===== config.mk =====
export PLATFORM = sky130hd
export DESIGN_NAME = cic_fir_decim_flat
export DESIGN_NICKNAME = d
export VERILOG_FILES = /design/src/rtl/cic_fir_decim_pkg.sv /design/src/rtl/cic_fir_decim_if.sv /design/src/rtl/cic_fir_coef_rom.sv /design/src/rtl/cic_fir_decim.sv /design/src/flat_wrapper.sv
export SDC_FILE = /design/constraint.sdc
export NUM_CORES = 2
export LEC_CHECK = 0
export ABC_AREA = 1
export BUFFER_PORTS_ARGS = -buffer_cell sky130_fd_sc_hd__clkbuf_2
export CORE_UTILIZATION = 40
export CTS_CLUSTER_SIZE = 28
export DETAILED_ROUTE_END_ITERATION = 16
export HOLD_SLACK_MARGIN = 0.15
export PLACE_DENSITY = 0.54
export SYNTH_ARGS = -nofsm -noshare
export SYNTH_HDL_FRONTEND = slang
export SYNTH_SLANG_ARGS = --single-unit

===== constraint.sdc =====
create_clock -name clock -period 6.3 [get_ports clock]
set_input_delay 0.63 -clock clock [delete_from_list [all_inputs] [get_ports clock]]
set_output_delay 0.63 -clock clock [all_outputs]
set_load 0.01 [all_outputs]

===== src/rtl/cic_fir_decim_pkg.sv =====
// Shared constants for the CIC compensating FIR decimator: coefficient table,
// MAC sequencer state encoding and a constant-foldable clog2.
package cic_fir_pkg;

  localparam int COEF_TAPS = 32;

  typedef enum logic [1:0] {
    ST_IDLE  = 2'd0,
    ST_RUN   = 2'd1,
    ST_DRAIN = 2'd2,
    ST_ROUND = 2'd3
  } fir_state_e;

  // Symmetric Q1.17 compensator; taps beyond the table read as zero.
  localparam logic signed [17:0] COEF_TABLE [COEF_TAPS] = '{
    -18'sd120,  -18'sd260,  -18'sd310,  -18'sd150,   18'sd280,   18'sd820,
     18'sd1040,  18'sd420,  -18'sd1180, -18'sd3100, -18'sd3900, -18'sd1600,
     18'sd4800,  18'sd15200, 18'sd26500, 18'sd34000, 18'sd34000, 18'sd26500,
     18'sd15200, 18'sd4800, -18'sd1600, -18'sd3900, -18'sd3100, -18'sd1180,
     18'sd420,   18'sd1040,  18'sd820,   18'sd280,  -18'sd150,  -18'sd310,
    -18'sd260,  -18'sd120
  };

  function automatic int clog2(input int value);
    int res;
    res = 0;
    for (int i = 0; i < 31; i++) begin
      if ((1 << i) < value) res = i + 1;
    end
    return res;
  endfunction

endpackage


===== src/rtl/cic_fir_decim_if.sv =====
// Sample stream in from the CIC, filtered stream and overrun flag out.
interface cic_fir_decim_if #(
  parameter int IN_WIDTH  = 20,
  parameter int OUT_WIDTH = 24
);
  logic                        in_strobe;
  logic signed [IN_WIDTH-1:0]  in_data;
  logic                        out_strobe;
  logic signed [OUT_WIDTH-1:0] out_data;
  logic                        overrun;

  modport master (output in_strobe, in_data, input out_strobe, out_data, overrun);
  modport slave  (input in_strobe, in_data, output out_strobe, out_data, overrun);
endinterface


===== src/rtl/cic_fir_coef_rom.sv =====
// Coefficient lookup with a registered output so it lines up with the sample RAM read.
module cic_fir_coef_rom
  import cic_fir_pkg::*;
#(
  parameter int TAPS       = 32,
  parameter int COEF_WIDTH = 18,
  parameter int IDX_W      = clog2(TAPS)
) (
  input  logic                         clock,
  input  logic                         reset_n,
  input  logic [IDX_W-1:0]             idx_i,
  output logic signed [COEF_WIDTH-1:0] coef_o
);

  logic signed [COEF_WIDTH-1:0] rom [TAPS];
  logic signed [COEF_WIDTH-1:0] coef_q;

  for (genvar gi = 0; gi < TAPS; gi++) begin : g_rom
    if (gi < COEF_TAPS) begin : g_tab
      assign rom[gi] = COEF_WIDTH'(COEF_TABLE[gi]);
    end else begin : g_zero
      assign rom[gi] = '0;
    end
  end

  always_ff @(posedge clock or negedge reset_n) begin
    if (!reset_n) coef_q <= '0;
    else          coef_q <= rom[idx_i];
  end

  assign coef_o = coef_q;

endmodule


===== src/rtl/cic_fir_decim.sv =====
// Decimating FIR after the CIC: circular sample buffer, one shared multiplier,
// sequential MAC with round-half-up and saturation on the output.
module cic_fir_decim
  import cic_fir_pkg::*;
#(
  parameter int IN_WIDTH   = 20,
  parameter int COEF_WIDTH = 18,
  parameter int TAPS       = 32,
  parameter int DECIMATION = 2,
  parameter int BUF_AW     = 6,
  parameter int ACC_WIDTH  = IN_WIDTH + COEF_WIDTH + 8,
  parameter int OUT_SHIFT  = 17,
  parameter int OUT_WIDTH  = 24
) (
  input  logic           clock,
  input  logic           reset_n,
  cic_fir_decim_if.slave bus
);

  localparam int KW     = clog2(TAPS);
  localparam int FW     = clog2(TAPS + 1);
  localparam int PW     = clog2(DECIMATION + 1);
  localparam int PROD_W = IN_WIDTH + COEF_WIDTH;
  localparam logic signed [ACC_WIDTH-1:0] SAT_HI = ACC_WIDTH'((longint'(1) << (OUT_WIDTH - 1)) - 1);
  localparam logic signed [ACC_WIDTH-1:0] SAT_LO = ~SAT_HI;

  fir_state_e                   state_q, state_d;
  logic [KW-1:0]                k_q, k_d;
  logic [BUF_AW-1:0]            wr_ptr_q, wr_ptr_d, base_q, rd_addr;
  logic [PW-1:0]                phase_q, phase_d;
  logic [FW-1:0]                fill_q, fill_d, fill_run_q;
  logic                         rd_vld_q, rd_first_q, rd_mask_q;
  logic                         mul_vld_q, mul_first_q;
  logic signed [IN_WIDTH-1:0]   rd_data_q;
  logic signed [COEF_WIDTH-1:0] coef;
  logic signed [PROD_W-1:0]     prod_q;
  logic signed [ACC_WIDTH-1:0]  acc_q, shifted, rnd;
  logic                         out_strobe_q, overrun_q;
  logic signed [OUT_WIDTH-1:0]  out_data_q, out_data_d;
  logic                         trig, accept;

  logic signed [IN_WIDTH-1:0] mem [1 << BUF_AW];

  assign trig    = bus.in_strobe && (phase_q == PW'(DECIMATION - 1));
  // A trigger landing on the ROUND cycle starts the next run back-to-back.
  assign accept  = trig && (state_q == ST_IDLE || state_q == ST_ROUND);
  assign rd_addr = base_q - BUF_AW'(k_q);

  always_comb begin
    state_d  = state_q;
    k_d      = '0;
    wr_ptr_d = bus.in_strobe ? wr_ptr_q + BUF_AW'(1) : wr_ptr_q;
    phase_d  = phase_q;
    fill_d   = fill_q;
    if (bus.in_strobe) begin
      phase_d = (phase_q == PW'(DECIMATION - 1)) ? '0 : phase_q + PW'(1);
      if (fill_q != FW'(TAPS)) fill_d = fill_q + FW'(1);
    end
    case (state_q)
      ST_IDLE:  if (trig) state_d = ST_RUN;
      ST_RUN: begin
        k_d = k_q + KW'(1);
        if (k_q == KW'(TAPS - 1)) begin
          state_d = ST_DRAIN;
          k_d     = '0;
        end
      end
      ST_DRAIN: begin
        k_d = k_q + KW'(1);
        if (k_q == KW'(1)) begin
          state_d = ST_ROUND;
          k_d     = '0;
        end
      end
      ST_ROUND: state_d = trig ? ST_RUN : ST_IDLE;
      default:  state_d = ST_IDLE;
    endcase
  end

  assign shifted = acc_q >>> OUT_SHIFT;
  assign rnd     = shifted + {{(ACC_WIDTH-1){1'b0}}, acc_q[OUT_SHIFT-1]};

  always_comb begin
    out_data_d = rnd[OUT_WIDTH-1:0];
    if (rnd > SAT_HI)      out_data_d = SAT_HI[OUT_WIDTH-1:0];
    else if (rnd < SAT_LO) out_data_d = SAT_LO[OUT_WIDTH-1:0];
  end

  always_ff @(posedge clock) begin
    if (bus.in_strobe) mem[wr_ptr_q] <= bus.in_data;
    rd_data_q <= mem[rd_addr];
  end

  cic_fir_coef_rom #(
    .TAPS       (TAPS),
    .COEF_WIDTH (COEF_WIDTH),
    .IDX_W      (KW)
  ) u_coef_rom (
    .clock   (clock),
    .reset_n (reset_n),
    .idx_i   (k_q),
    .coef_o  (coef)
  );

  always_ff @(posedge clock or negedge reset_n) begin
    if (!reset_n) begin
      state_q      <= ST_IDLE;
      k_q          <= '0;
      wr_ptr_q     <= '0;
      phase_q      <= '0;
      fill_q       <= '0;
      base_q       <= '0;
      fill_run_q   <= '0;
      rd_vld_q     <= 1'b0;
      rd_first_q   <= 1'b0;
      rd_mask_q    <= 1'b0;
      mul_vld_q    <= 1'b0;
      mul_first_q  <= 1'b0;
      prod_q       <= '0;
      acc_q        <= '0;
      out_strobe_q <= 1'b0;
      out_data_q   <= '0;
      overrun_q    <= 1'b0;
    end else begin
      state_q  <= state_d;
      k_q      <= k_d;
      wr_ptr_q <= wr_ptr_d;
      phase_q  <= phase_d;
      fill_q   <= fill_d;
      if (accept) begin
        base_q     <= wr_ptr_q;
        fill_run_q <= fill_d;
      end
      if (trig && !accept) overrun_q <= 1'b1;
      // Taps older than the samples written since reset are forced to zero.
      rd_vld_q    <= (state_q == ST_RUN);
      rd_first_q  <= (state_q == ST_RUN) && (k_q == '0);
      rd_mask_q   <= (FW'(k_q) >= fill_run_q);
      mul_vld_q   <= rd_vld_q;
      mul_first_q <= rd_first_q;
      prod_q      <= rd_mask_q ? '0 : PROD_W'(rd_data_q) * PROD_W'(coef);
      if (mul_vld_q)
        acc_q <= mul_first_q ? ACC_WIDTH'(prod_q) : acc_q + ACC_WIDTH'(prod_q);
      out_strobe_q <= (state_q == ST_ROUND);
      if (state_q == ST_ROUND) out_data_q <= out_data_d;
    end
  end

  assign bus.out_strobe = out_strobe_q;
  assign bus.out_data   = out_data_q;
  assign bus.overrun    = overrun_q;

endmodule


===== src/flat_wrapper.sv =====
// flat-port wrapper written by rule: the top's interface ports become plain ports
module cic_fir_decim_flat import cic_fir_pkg::*;
#(
  parameter int IN_WIDTH   = 20,
  parameter int COEF_WIDTH = 18,
  parameter int TAPS       = 32,
  parameter int DECIMATION = 2,
  parameter int BUF_AW     = 6,
  parameter int ACC_WIDTH  = IN_WIDTH + COEF_WIDTH + 8,
  parameter int OUT_SHIFT  = 17,
  parameter int OUT_WIDTH  = 24
)
  (clock, reset_n, bus_in_strobe, bus_in_data, bus_out_strobe, bus_out_data, bus_overrun);
  cic_fir_decim_if #(.IN_WIDTH(IN_WIDTH), .OUT_WIDTH(OUT_WIDTH)) bus_i ();
  input  logic clock;
  input  logic reset_n;
  input wire logic [$bits(bus_i.in_strobe)-1:0] bus_in_strobe;
  input wire logic [$bits(bus_i.in_data)-1:0] bus_in_data;
  output wire logic [$bits(bus_i.out_strobe)-1:0] bus_out_strobe;
  output wire logic [$bits(bus_i.out_data)-1:0] bus_out_data;
  output wire logic [$bits(bus_i.overrun)-1:0] bus_overrun;
  assign bus_i.in_strobe = bus_in_strobe;
  assign bus_i.in_data = bus_in_data;
  assign bus_out_strobe = bus_i.out_strobe;
  assign bus_out_data = bus_i.out_data;
  assign bus_overrun = bus_i.overrun;
  cic_fir_decim #(.IN_WIDTH(IN_WIDTH), .COEF_WIDTH(COEF_WIDTH), .TAPS(TAPS), .DECIMATION(DECIMATION), .BUF_AW(BUF_AW), .ACC_WIDTH(ACC_WIDTH), .OUT_SHIFT(OUT_SHIFT), .OUT_WIDTH(OUT_WIDTH)) u_core (.clock(clock), .reset_n(reset_n), .bus(bus_i));
endmodule

* Word level (Yosys, flattened, before mapping)
Memory sizes are Yosys's and may differ from the RTL's. A register that Yosys moved wholly into a read port is not among the register bits.
Index checks and enable logic that the tools add are counted.
** Storage, ports and cells
- Register bits after elaboration :: 148
- Memory bits (writable) :: 1280
- ROM bits :: 576
- Output and inout bits :: 26
- Logic and storage cells :: 68
- Memories kept :: 2
** Memories
- u_core.mem :: depth 64, width 20, rd ports 1, clocked after memory_dff 1, write ports 1, line cic_fir_decim.sv:42 : logic signed [IN_WIDTH-1:0] mem [1 << BUF_AW];
- (name not given) :: depth 32, width 18, rd ports 1, clocked after memory_dff 1, write ports 0, line cic_fir_coef_rom.sv:28 : else coef_q <= rom[idx_i];
** Operators by class
- Add/subtract/negate cells :: 7
- Multipliers :: 1
- Order comparisons :: 3
- Eq/ne operators :: 10
- Multiplexer cells :: 17
- Bitwise operators :: 1
- Reduce and logical (&&, ||, !) cells :: 10
** Operators with widths (count)
- 2-to-1 mux 24 bit :: 2
- adder 46 x 38 -> 46 bit :: 1
- > comparator 46 x 24 -> 1 bit (second input constant) :: 1
- less-than comparator 46 x 24 -> 1 bit (second input constant) :: 1
- 2-to-1 mux 46 bit :: 1
- multiplier 20 x 18 -> 38 bit :: 1
- 2-to-1 mux 38 bit :: 1
- adder 29 x 2 -> 30 bit :: 1
- adder 6 x 1 -> 6 bit (second input constant) :: 2
- 2-to-1 mux 6 bit :: 2
- 2-to-1 mux 5 bit :: 2
- one-hot mux 5 bit (2 select lines) :: 1
- 2-to-1 mux 2 bit :: 4
- one-hot mux 2 bit (4 select lines) :: 1
- greater-or-equal comparator 5 x 6 -> 1 bit :: 1
- inequality test 2 x 1 -> 1 bit (second input constant) :: 3
- inequality test 6 bit (second input constant) :: 1
- inverter 5 -> 6 bit :: 1
- subtractor 6 x 5 -> 6 bit :: 1
- adder 5 x 1 -> 5 bit (second input constant) :: 1
- == test 5 x 1 -> 1 bit (second input constant) :: 1
- == test 5 bit (second input constant) :: 1
- logical NOT 5 bit :: 1
- == test 2 x 1 -> 1 bit (second input constant) :: 2
- 8 further kinds :: 15

* Logic depth before layout (Yosys ltp)
- Word-level depth :: 5
- Gate-level depth with buffers :: 30
- Gate-level depth less buffers :: 28

* By module
A second synthesis with hierarchy kept.
** Second synthesis, totals
- Cells, all modules :: 7524
- Area total of the unflattened synthesis :: 76741.1 um^2
** Modules (own cells, without submodules)
- cic_fir_decim :: times used 1, cells each 7353, area an instance 75618.8 um^2, seq. area each 42540.8 um^2
- cic_fir_coef_rom :: times used 1, cells each 171, area an instance 1122.3 um^2, seq. area each 400.4 um^2

* Worst setup path after synthesis
No wires, ideal clock.
- Path kind :: register to register
- From :: register u_core.rd_data_q[19] (read register of u_core.mem)
- To :: register u_core.prod_q[37]
- Library setup time :: 0.071 ns
- Arrival time :: 5.658 ns
- Required time :: 6.229 ns
- Path slack :: 0.570 ns
- Stages on the path, launching flop included :: 25
- Cell sequence :: dfxtp_1 > clkbuf_1 > clkbuf_1 > nand2_1 > fa_1 > inv_1 > fa_1 > fa_1 > fa_1 > fa_1 > inv_1 > fa_1 > inv_1 > ha_1 > a21oi_1 > inv_1 > a31oi_1 > o21ai_0 > nor2_1 > nand2_1 > nand2_1 > nand2_1 > nand2_1 > nand2_1 > nor2_1
** On the way
- Longest elaborated chain between the ends :: 2
** Ends and longest elaborated chain
- start, declared :: line cic_fir_decim.sv:34 : logic signed [IN_WIDTH-1:0] rd_data_q;
- multiplier 20 x 18 -> 38 bit :: line cic_fir_decim.sv:141 : prod_q <= rd_mask_q ? '0 : PROD_W'(rd_data_q) * PROD_W'(coef);
- 2-to-1 mux 38 bit :: line cic_fir_decim.sv:141
- end signal, assigned :: line cic_fir_decim.sv:141
- end, declared :: line cic_fir_decim.sv:36 : logic signed [PROD_W-1:0] prod_q;
Every way passes these cells.
A chain may end at the register's enable or synchronous reset.

* Final worst setup path
- From :: register u_core.rd_data_q[7] (read register of u_core.mem)
- To :: register u_core.prod_q[23]
The elaborated chain is that of the path after synthesis.

==> flow_summary.json <==
{
  "status": "complete, no violations",
  "overflow": 0,
  "top_usage_layer": "met2",
  "drive_above_1_share_pct": 7.398,
  "min_to": "u_core.phase_q[1]",
  "use_met3_pct": 2.777,
  "nNetsFinal": 7742,
  "drt_first_pass_iters": 5,
  "portBuffers": 48,
  "place_hpwl_um": 140200,
  "whs_ns": 0.2890,
  "ys_seq_area_share_pct": 56.87,
  "synthXorXnorAreaFrac_pct": 0.7648,
  "viasPerCell": 5.371,
  "hold_class": "in2reg",
  "synth_mux_area_share_pct": 0,
  "grt_usage_pct": 23.11,
  "vias": 52687,
  "area.growth.synth_to_final_pct": 11.37,
  "clock.fmax_ghz": 0.1650,
  "synthCells": 7176,
  "start_util_pct": 40.20,
  "worst_r2r_path_depth": 21,
  "finalCritPeriodShare_pct": 96.19,
  "yosys.area.top_type_share_pct": 50.96,
  "cts-root-buf": "clkbuf_16",
  "die_area_mm2": 0.1903,
  "reg2reg_from": "u_core.rd_data_q[7]",
  "wl_per_cell_um": 22.64,
  "required_ns": 7.00,
  "die_w_um": 436.2,
  "clk_latency_ns": 0.82,
  "synthSimpleGateAreaFrac_pct": 12.88,
  "synth_ff_type": "edfxtp_1",
  "globalRouteMet2Util_pct": 38.08,
  "synth_edf_count": 1280,
  "synthAdderAreaFrac_pct": 12.24,
  "htree_num_levels": 4,
  "grt_pass1_wl_um": 331900,
  "row_count": 159,
  "cts_sinks": 1462,
  "crit_arrival_ns": 6.76,
  "drtAntennaViolNets": 0,
  "async_reset_ff_share_pct": 11.08,
  "worst_pin_slew_ns": 1.156,
  "die_h_um": 436.2,
  "core_mm2": 0.1876,
  "clk_pin_slew_worst_paths_ns": 0.06,
  "clockBufferDepth": 3,
  "max_slew_margin_pct": 22.27,
  "setup_violations": 0,
  "grt_antenna_before_repair": 2,
  "hold_violations": 0,
  "synth_compound_area_share_pct": 11.08,
  "synth-seq-cells": 1462,
  "ioPinCount": 49,
  "drc": 0,
  "hp-start": "bus_in_strobe",
  "ys_types": 51,
  "holdPathStages": 3,
  "syn_area_mm2": 0.07542,
  "slew_violations": 0,
  "grt_setup_unrepaired": "false",
  "r2r_slack_ns": 0.24,
  "cp-start-kind": "register",
  "final_core_util_pct": 44.77,
  "drtIter0Drc": 4883,
  "grt_pass1_vias": 51585,
  "gp_congestion": 0.9226,
  "yosys-top-cells-area": "edfxtp_1 (51%), fa_1 (9.1%), nand2_1 (5.6%), dfrtp_1 (5.4%), nor2_1 (5.2%)",
  "syn_nets": 7731,
  "fin_tns_setup_ns": 0,
  "synth_top_family_by_area": "simple AND/OR/NAND/NOR gates",
  "fin_crit_ns": 6.060,
  "path_class": "reg2reg",
  "r2r_end": "u_core.prod_q[23]",
  "yosysWarnings": 0,
  "numCtsBuffers": 160,
  "synth.largest_area_cell": "edfxtp_1",
  "skew_ns": 0.06510,
  "grt_max_degree": 156,
  "routed_wl_um": 222100,
  "cts_tree": "yes",
  "worstSetupEndpointType": "register",
  "crit_fanout": 10,
  "syn_area_per_cell_um2": 10.51,
  "drv_cap": 0,
  "grt_use_met1_pct": 31.27
}
how the worst max path moves through the flow:
| stage | from | to | cells past startpoint | slack (ns) |
|---|---|---|---|---|
| floorplan | u_core.rd_data_q[19] | u_core.prod_q[37] | 24 | 0.57 |
| global placement | u_core.u_coef_rom.coef_o[6] | u_core.prod_q[34] | 20 | 0.23 |
| detailed placement | u_core.u_coef_rom.coef_o[6] | u_core.prod_q[34] | 20 | 0.19 |
| CTS | u_core.u_coef_rom.coef_o[6] | u_core.prod_q[34] | 20 | 0.21 |
| global route | u_core.rd_data_q[7] | u_core.prod_q[23] | 22 | 0.01 |
| finish | u_core.rd_data_q[7] | u_core.prod_q[23] | 21 | 0.24 |
layout by cell type (no fill, tap or decap), types with 23 or more instances in the layout:
cell and n:
clkbuf_16 160, buf_4 176, nand3_1 217, clkbuf_2 47
inv_1 821, fa_1 342, xor2_1 27, nor2_2 58
clkbuf_1 36, nand4_1 28, xnor2_1 35, clkinv_1 48
nor2_1 983, o211ai_1 76, ha_1 188, nand2_1 1129
a21oi_1 187, dfrtp_1 159, o221ai_1 202, nor3_1 23
o21ai_1 74, o21ai_0 759, o22ai_1 82, edfxtp_1 1280
flip-flops by register name, summed over array words and instances, names as in the netlist, 2 cells and up:
signal	flops
u_core.acc_q	45
u_core.base_q	6
u_core.bus.out_data	24
u_core.fill_q	6
u_core.fill_run_q	6
u_core.k_q	5
u_core.mem	1280
u_core.phase_q	2
u_core.prod_q	37
u_core.rd_data_q	20
u_core.state_q	2
u_core.u_coef_rom.coef_o	16
u_core.wr_ptr_q	6
timing repair:
item	in CTS	in global routing
hold buffers	1	0
hold endpoints to repair	70	0
setup buffers	0	0
setup endpoints to repair	0	7
gates resized for setup	0	6
logic make-up after synthesis:
logic type | count (synthesis)
and+or+nand+nor | 2466
xor gates and xnor gates | 65
DFF | 1462
adders and majority gates | 532
AOI/OAI and AO/OA | 1432
buffers and inverters | 1219
synthesized netlist by cell type, types with 7 or more instances:
| master | instances |
|---|---|
| buf_1 | 18 |
| edfxtp_1 | 1280 |
| o21ai_0 | 760 |
| inv_1 | 821 |
| o221ai_1 | 202 |
| fa_1 | 343 |
| buf_2 | 40 |
| o211ai_1 | 76 |
| a21oi_1 | 187 |
| o22ai_1 | 82 |
| dfxtp_1 | 20 |
| o21bai_1 | 19 |
| nand2_1 | 1130 |
| nand4_1 | 28 |
| xnor2_1 | 37 |
| nor2_1 | 1042 |
| clkbuf_1 | 322 |
| ha_1 | 189 |
| xor2_1 | 27 |
| dfrtp_1 | 162 |
| o21ai_1 | 73 |
| nand3_1 | 217 |
| clkinv_1 | 7 |
| nor3_1 | 26 |
metal layers:
layer / share of wire [%] / routed length [µm]
met1: 43 / 95380
met2: 48 / 106100
met3: 5.7 / 12620
met4: 3.6 / 7927
met5: 0.012 / 26
critical path: stages, from the launching register on:
cell	delay, ns
dfxtp_1	0.68
buf_4	0.27
nand2_1	0.08
fa_1	0.50
inv_1	0.05
fa_1	0.51
fa_1	0.57
fa_1	0.43
fa_1	0.49
inv_1	0.05
fa_1	0.47
inv_1	0.04
ha_1	0.33
nand2_1	0.16
nor4_1	0.42
buf_4	0.18
nand2_1	0.04
nand2_1	0.20
nand2_1	0.11
nand3b_1	0.09
nand2_1	0.05
a21oi_1	0.23
metrics by stage:
step           cells  area (µm²)  worst slack (ns)
3_3_place_gp    9519       79060            0.2293
5_1_grt         9808       83990           0.01124
6_report        9809       83990            0.2400
4_1_cts         9808       83980            0.2092
3_5_place_dp    9519       79060            0.1915
2_1_floorplan   7176       75420            0.5704
final cells by class:
type,instances,area (µm²)
Inverter,832,3144
Antenna cell,1,2.502
Timing Repair Buffer,236,1798
Clock inverter,90,745.7
Clock buffer,198,4167
Multi-Input combinational cell,4495,28120
Sequential cell,1462,42900
Fill cell,17503,103600
Tap cell,2495,3122
Power is not shown: default switching activity piles up to over one toggle a cycle in this logic, so the estimate is an artifact.
